File: src/rtl/ads1672_sample_averager.sv
// Requests ADS1672 conversions, averages 2^LOG2_AVG signed samples and offers
// the mean on a valid/ready port, with sticky overrun and timeout flags.
module ads1672_sample_averager #(
  parameter int DATA_WIDTH     = 24,
  parameter int LOG2_AVG       = 4,
  parameter int TIMEOUT_CYCLES = 65535
) (
  input  logic                  clk,
  input  logic                  rst_n,
  input  logic                  enable,
  output logic                  measure,
  input  logic                  sample_valid,
  input  logic [DATA_WIDTH-1:0] sample_data,
  output logic                  avg_valid,
  input  logic                  avg_ready,
  output logic [DATA_WIDTH-1:0] avg_data,
  output logic                  overrun,
  output logic                  timeout,
  input  logic                  clear_flags,
  output logic                  busy
);

  localparam int ACC_W = DATA_WIDTH + LOG2_AVG;
  localparam int CNT_W = (LOG2_AVG > 0) ? LOG2_AVG : 1;
  localparam int TO_W  = $clog2(TIMEOUT_CYCLES + 1);
  localparam logic [CNT_W-1:0] CNT_LAST = CNT_W'((1 << LOG2_AVG) - 1);
  localparam logic [TO_W-1:0]  TO_LAST  = TO_W'(TIMEOUT_CYCLES - 1);

  typedef enum logic [1:0] {IDLE, REQ, WAIT_SAMPLE} state_t;

  state_t                  state, state_nxt;
  logic signed [ACC_W-1:0] acc, acc_sum;
  logic [CNT_W-1:0]        cnt;
  logic [TO_W-1:0]         to_cnt;
  logic                    batch_end, to_hit, take;
  logic [DATA_WIDTH-1:0]   avg_res;

  // acc is wide enough for a full batch, so the sum never wraps
  assign acc_sum = acc + ACC_W'($signed(sample_data));
  assign avg_res = DATA_WIDTH'(acc_sum >>> LOG2_AVG);
  assign take    = (state == WAIT_SAMPLE) && sample_valid;
  assign measure = (state == REQ);
  assign busy    = (state != IDLE);

  always_comb begin
    state_nxt = state;
    batch_end = 1'b0;
    to_hit    = 1'b0;
    unique case (state)
      IDLE: if (enable) state_nxt = REQ;
      REQ:  state_nxt = WAIT_SAMPLE;
      WAIT_SAMPLE: begin
        if (sample_valid) begin
          if (cnt == CNT_LAST) begin
            batch_end = 1'b1;
            state_nxt = enable ? REQ : IDLE;
          end else begin
            state_nxt = REQ;
          end
        end else if (to_cnt == TO_LAST) begin
          to_hit    = 1'b1;
          state_nxt = IDLE;
        end
      end
      default: state_nxt = IDLE;
    endcase
  end

  always_ff @(posedge clk or negedge rst_n) begin
    if (!rst_n) begin
      state  <= IDLE;
      acc    <= '0;
      cnt    <= '0;
      to_cnt <= '0;
    end else begin
      state <= state_nxt;
      if (state_nxt == REQ)
        to_cnt <= '0;
      else if ((state == WAIT_SAMPLE) && !sample_valid)
        to_cnt <= to_cnt + TO_W'(1);
      // a timed-out partial batch is dropped, not carried into the next one
      if (batch_end || to_hit) begin
        acc <= '0;
        cnt <= '0;
      end else if (take) begin
        acc <= acc_sum;
        cnt <= cnt + CNT_W'(1);
      end
    end
  end

  always_ff @(posedge clk or negedge rst_n) begin
    if (!rst_n) begin
      avg_valid <= 1'b0;
      avg_data  <= '0;
      overrun   <= 1'b0;
      timeout   <= 1'b0;
    end else begin
      if (batch_end) begin
        avg_data  <= avg_res;
        avg_valid <= 1'b1;
      end else if (avg_valid && avg_ready) begin
        avg_valid <= 1'b0;
      end
      // set beats clear when both land on the same edge
      if (batch_end && avg_valid && !avg_ready) overrun <= 1'b1;
      else if (clear_flags)                     overrun <= 1'b0;
      if (to_hit)           timeout <= 1'b1;
      else if (clear_flags) timeout <= 1'b0;
    end
  end

endmodule

File: config.mk
export PLATFORM = sky130hd
export DESIGN_NAME = ads1672_sample_averager
export DESIGN_NICKNAME = d
export VERILOG_FILES = /design/src/rtl/ads1672_sample_averager.sv
export SDC_FILE = /design/constraint.sdc
export NUM_CORES = 1
export LEC_CHECK = 0
export ABC_AREA = 1
export CORE_MARGIN = 2
export CORE_UTILIZATION = 42
export CTS_BUF_LIST = sky130_fd_sc_hd__clkbuf_2
export DETAILED_ROUTE_END_ITERATION = 10
export GPL_ROUTABILITY_DRIVEN = 0
export PLACE_DENSITY = 0.7
export SLEW_MARGIN = 5
export SYNTH_ARGS = -nofsm -noshare
export SYNTH_HDL_FRONTEND = slang
export SYNTH_SLANG_ARGS = --single-unit
File: constraint.sdc
create_clock -name clk -period 5.2 [get_ports clk]
set_input_delay 1.04 -clock clk [delete_from_list [all_inputs] [get_ports clk]]
set_output_delay 1.04 -clock clk [all_outputs]
set_load 0.02 [all_outputs]
==> results of run 1 <==
[state kept, by name, indices dropped and copies added (netlist names)]
signal and flops:
to_cnt 16, avg_data 24, timeout 1, cnt 4, overrun 1, state 2
avg_valid 1, acc 28
[layout by cell type, fill, tap and decap left out, types with 6 or more instances in the layout]
| master | synthesis | final |
|---|---|---|
| nand4_1 | 10 | 10 |
| a21oi_1 | 17 | 17 |
| clkdlybuf4s50_1 | 0 | 57 |
| o21ai_1 | 7 | 7 |
| dfrtp_1 | 77 | 77 |
| nand3_1 | 64 | 64 |
| ha_1 | 30 | 30 |
| nor2_2 | 15 | 15 |
| nand3b_1 | 8 | 8 |
| inv_1 | 109 | 109 |
| clkbuf_2 | 0 | 9 |
| o21ai_0 | 8 | 8 |
| xnor2_1 | 10 | 10 |
| nand2_1 | 305 | 305 |
| nor3_1 | 7 | 7 |
| nand2_2 | 6 | 6 |
| nor2_1 | 44 | 44 |
| xor2_1 | 9 | 9 |
[critical path: cells and delay by family (launching register included)]
family,cells,cell delay [ns]
buf+inv,2,0.66
simple gates,1,0.06
flops,1,0.49
[through the flow]
stage                     setup WS (ns)  instances  util, %  hold WS (ns)  instance area (um2)
after floorplan                    2.65        767        -         0.446                 5290
after global placement             1.96        989     48.4         0.460                 6030
after detailed placement           1.91        989     48.4         0.469                 6030
after CTS                          2.27       1005     49.2         0.519                 6130
after global routing               2.16       1005     49.2         0.531                 6130
final                              2.31       1005     49.2         0.511                 6130
[power by group]
part / leakage (nW) / switching (mW) / internal [mW]
Clock: 0.0608 / 0.248 / 0.0694
Combinational: 2.24 / 0.958 / 0.520
Sequential: 1.03 / 0.0845 / 0.731
Total: 3.33 / 1.29 / 1.32
[cell type report]
class	instances	share of cell area, %
clock inverter	7	0.939
sequential	77	31.4
multi-input combinational	566	46.7
timing repair buffer	60	9.67
inverter	114	6.98
clock buffer	9	0.735
tap	172	3.51
[routing by layer]
layer	wire length, um	global-route usage (%)	vias to the layer above	part of all wire [%]
li1	-	-	2497	-
met1	6240	28.0	2157	49
met2	5650	33.2	89	45
met3	566	4.88	16	4.5
met4	202	5.48	0	1.6
met5	0	0	-	0
[cell families (layout without fill, tap and decap cells)]
logic type,after synthesis,count (layout),synth area share [%]
buf+inv,124,190,9.48
flops,77,77,36.4
fa+ha+maj,31,31,7.47
compound gates,42,42,4.37
simple gates,474,474,39.1
xor+xnor,19,19,3.14
[worst max path at each step]
stage / cells after the start / to / slack, ns / from
finish: 3 / busy / 2.31 / state[1]
global route: 2 / measure / 2.16 / state[1]
CTS: 2 / measure / 2.27 / state[1]
detailed placement: 14 / avg_data[12] / 1.91 / sample_data[0]
global placement: 14 / avg_data[12] / 1.96 / sample_data[0]
floorplan: 13 / acc[16] / 2.65 / sample_data[0]
==> run_results.csv, run 1 <==
group,metric,value,unit
timing,rsz0062_at_grt,"false",
global_route,grt_first_pass_wirelength,21.7,mm
final_layout,n_fill_cell,1264,
clock_network,cts_setup_buffers,0,
setup_path,crit_path_cell_trace,"inv_1, nand2_1, clkdlybuf4s50_1",
logic_synthesis,synth_top_area_share,36.4,%
pwr,power,2.61,mW
setup_path,cp_slowest_cell,"clkdlybuf4s50_1",
global_route,grt-ovfl-total,0,
final_layout,drive_gt1_share,6.96,%
timing,setup_viol,0,
final_layout,nets,889,
logic_synthesis,synth-edff-count,0,
global_route,grt_pass1_vias,4656,
clock_network,cts_buffers,9,
timing,tns,0,ns
drt,ant_nets,0,
floorplan,die_height,116,um
floorplan,dieArea,13500,um2
floorplan,die-width,116,um
floorplan,start_util,42.5,%
setup_path,critPathArrivalTime,1.85,ns
setup_path,cp_max_fo,4,
floorplan,rows,41,
drt,vias,4759,
clock_network,clock-root-buffer,"clkbuf_2",
clock_network,holdBufCountCts,0,
setup_path,r2r-end,"acc[5]",
setup_path,required,4.16,ns
drt,dr.pass1.iters,5,
clock_network,insertion_delay,0.63,ns
drt,wirelength,12.7,mm
floorplan,coreArea,12500,um2
setup_path,r2r_slack,2.95,ns
final_layout,antenna_cells,0,
timing,tightest_slew,0.985,ns
timing,period_share,55.5,%
setup_path,r2r-start,"to_cnt[4]",
drt,vias_per_cell,4.74,
logic_synthesis,ys_ff_latch,77,
global_route,grt_max_degree,78,
timing,clock_skew,0.0388,ns
clock_network,htree_levels,3,
logic_synthesis,ys_warn_count,0,
clock_network,clock_sinks,77,
logic_synthesis,netlist_instances,767,
logic_synthesis,ys.flop_type,"dfrtp_1",
global_route,grtUsageTotal,20.6,%
logic_synthesis,syn_avg_cell_area,6.90,um2
flow_run,maxCapViolCount,0,
clock_network,cts_resized,0,
timing,finalHoldViolCount,0,
setup_path,reg2regPathDepth,10,
setup_path,slowest_delay,0.59,ns
setup_path,path_class,"reg -> out",
final_layout,regArea,1930,um2
logic_synthesis,ys_types,34,
timing,period_minus_slack,2.89,ns
outcome,status,"finished, final reports clean",
floorplan,io_pins,59,
clock_network,clkTransAtPathRegs,0.25,ns
pwr,leakagePower,3.33,nW
setup_path,crit_path_end_kind,"output port",
drt,drt_iter0_drc,308,
drt,wl_per_cell,12.6,um
timing,slew_violations,0,
logic_synthesis,netlist.top_cell.by_area,"dfrtp_1",
timing,fmax,0.347,GHz
drt,route.detailed.drc,0,
placed_design,hpwl,9.71,mm
final_layout,syn_to_final_growth,15.8,%
clock_network,tritoncts,"yes",
logic_synthesis,synth_most_common_cell,"nand2_1",
clock_network,cts_buffer_depth,2,
logic_synthesis,synthesis.nets,828,
min_path,hp-class,"in -> async",
global_route,antenna_found_initial,0,
timing,max-slew-margin-rel,34.3,%
logic_synthesis,ys_top_cells_by_area,"dfrtp_1 36%, nand2_1 22%, inv_1 7.7%",
logic_synthesis,syn_area,5290,um2
final_layout,multiInputGateArea,2870,um2
pwr,power_density,426,nW/um2
pwr,peakVddDrop,0.190,mV
logic_synthesis,yosys-top-cells-count,"305 x nand2_1, 109 x inv_1, 77 x dfrtp_1, 64 x nand3_1, 44 x nor2_1",
placed_design,io_buffers,58,
logic_synthesis,synth_seq_area_share,36.4,%
setup_path,startpoint_type,"flip-flop",
logic_synthesis,synthArstFlopShare,100,%
(Power assumes the default switching activity.)
==> run 2: changes to the inputs <==
PLACE_DENSITY = 0.73   (was 0.7)
clock period = 2.3 ns   (was 5.2 ns; I/O delays follow)
==> run 2 against run 1 <==
Sequential power rose by 130%. Flip-flop and latch count unchanged. Design area up 6.7%. Sequential share of layout area decreased by 2.0 points. Worst setup slack got worse by 2.2 ns. Combinational power rose to 2.6 times the previous value. Critical path type unchanged. Largest power group unchanged.
==> run_results.csv, run 2 (synthesized netlist as in run 1, its figures left out) <==
group,metric,value,unit
placed_design,preCtsSetupSlack,-0.311,ns
timing,fmax,0.451,GHz
min_path,hp-class,"in -> async",
drt,route.detailed.drc,0,
clock_network,insertion_delay,0.63,ns
final_layout,reg.largest.list,"acc: 28 flops, avg_data: 24 flops, to_cnt: 16 flops",
global_route,grt_max_degree,45,
drt,wl_per_cell,12.4,um
timing,rsz0062_at_grt,"false",
floorplan,die-width,116,um
timing,clock_skew,0.0398,ns
timing,slew_violations,0,
timing,setup_viol,0,
floorplan,rows,41,
timing,period_minus_slack,2.22,ns
final_layout,syn_to_final_growth,23.5,%
drt,vias,4884,
final_layout,layout_commonest_cell,"nand2_1",
global_route,grt_pass1_vias,4698,
clock_network,htree_levels,3,
setup_path,crit_path_cell_trace,"inv_2, nand2_1, clkdlybuf4s50_1",
global_route,grt-ovfl-total,0,
drt,wirelength,13.0,mm
clock_network,clock_sinks,77,
floorplan,dieArea,13500,um2
timing,period_share,96.3,%
setup_path,crit_path_end_kind,"output port",
timing,worst_slack,0.0842,ns
pwr,power_density,977,nW/um2
placed_design,hpwl,10.0,mm
timing,finalHoldViolCount,0,
setup_path,slowest_delay,0.53,ns
final_layout,final_util,52.5,%
timing,max-slew-margin-rel,53.2,%
placed_design,io_buffers,58,
floorplan,die_height,116,um
drt,dr.pass1.iters,5,
clock_network,cts_buffer_depth,2,
outcome,status,"finished, final reports clean",
setup_path,required,1.84,ns
final_layout,drive_gt1_share,12.1,%
setup_path,startpoint_type,"flip-flop",
clock_network,clkTransAtPathRegs,0.24,ns
clock_network,clock-root-buffer,"clkbuf_2",
clock_network,cts_buffers,9,
setup_path,cp_slowest_cell,"clkdlybuf4s50_1",
pwr,leakagePower,3.59,nW
timing,tightest_slew,0.702,ns
floorplan,io_pins,59,
drt,ant_nets,0,
final_layout,largest-register,"acc",
clock_network,tritoncts,"yes",
setup_path,cp_max_fo,6,
final_layout,largest_reg_flops,28,
floorplan,coreArea,12500,um2
drt,drt_iter0_drc,277,
final_layout,layout.cells.non_filler,1055,
setup_path,path_class,"reg -> out",
drt,vias_per_cell,4.63,
flow_run,maxCapViolCount,0,
final_layout,antenna_cells,0,
pwr,peakVddDrop,0.395,mV
floorplan,start_util,42.5,%
final_layout,final_cell_mix,"305 x nand2_1, 109 x inv_1, 77 x dfrtp_1, 64 x nand3_1, 56 x clkdlybuf4s50_1",
global_route,grt_first_pass_wirelength,21.8,mm
global_route,grtUsageTotal,20.7,%
setup_path,critPathArrivalTime,1.76,ns
placed_design,placed_cells,1037,
global_route,antenna_found_initial,0,
final_layout,nets,939,
[run 2: cell count changes in the layout (fill, tap and decap cells not counted)]
cell and delta:
clkinv_4 +2, inv_6 -1, dlygate4sd3_1 +1, buf_12 +3
clkbuf_2 +1, clkdlybuf4s50_1 -1, clkinvlp_4 -1, inv_8 -1
buf_4 +46, dlygate4sd2_1 +1
[run 2: power breakdown]
group	switching (mW)	internal [mW]
Sequential	0.190	1.65
Combinational	2.27	1.59
Clock	0.531	0.154
Total	2.99	3.39
[run 2: worst max-delay path, delay by kind of cell (launching register included)]
kind	cells	cell delay (ns)
buffers and inverters	2	0.64
and+or+nand+nor	1	0.06
DFF	1	0.43
[run 2: layout make-up]
type	count	area, um2
well taps	172	215
flip-flops and latches	77	1930
clock inverters	6	47.5
clock buffers	10	50.0
inverters	114	428
repair buffers	110	1010
multi-input cells	566	2870
fillers	1259	5930
[run 2: timing repair]
action                                  in CTS  in global routing
hold buffers                                 1                  0
gates resized for setup                      1                  0
hold endpoints to repair                    33                  0
endpoints found under the setup margin       2                  0
setup buffers                                1                  0
[run 2: through the flow]
step	instance area [um2]	power (mW)	hold slack, ns	TNS (ns)
2_1_floorplan	5290	4.38	0.164	0
3_3_place_gp	6430	5.63	0.442	-5.66
3_5_place_dp	6430	5.69	0.445	-7.20
4_1_cts	6540	6.40	0.267	0
5_1_grt	6540	7.02	0.297	0
6_report	6540	6.39	0.271	0
[run 2: final timing paths]
check | slack, ns | startpoint | endpoint | cells past startpoint
worst max-delay path | 0.08 | state[0] | busy | 3
worst min-delay path | 0.27 | rst_n | to_cnt[2] | 2
worst max register to register | 0.25 | acc[0] | acc[16] | 13
worst min register to register | 0.51 | avg_data[1] | avg_data[1] | 2
max in group asynchronous | 1.42 | rst_n | acc[19] | 3
min in group clk | 0.39 | clear_flags | timeout | 2
[run 2: metal layers]
metal  global-route usage, %  up-vias  wire, um
met5                       0        -         0
met4                    7.70        0       257
met3                    3.43       19       690
met2                    34.1       98      5950
met1                    27.5     2160      6150
li1                        -     2607         -
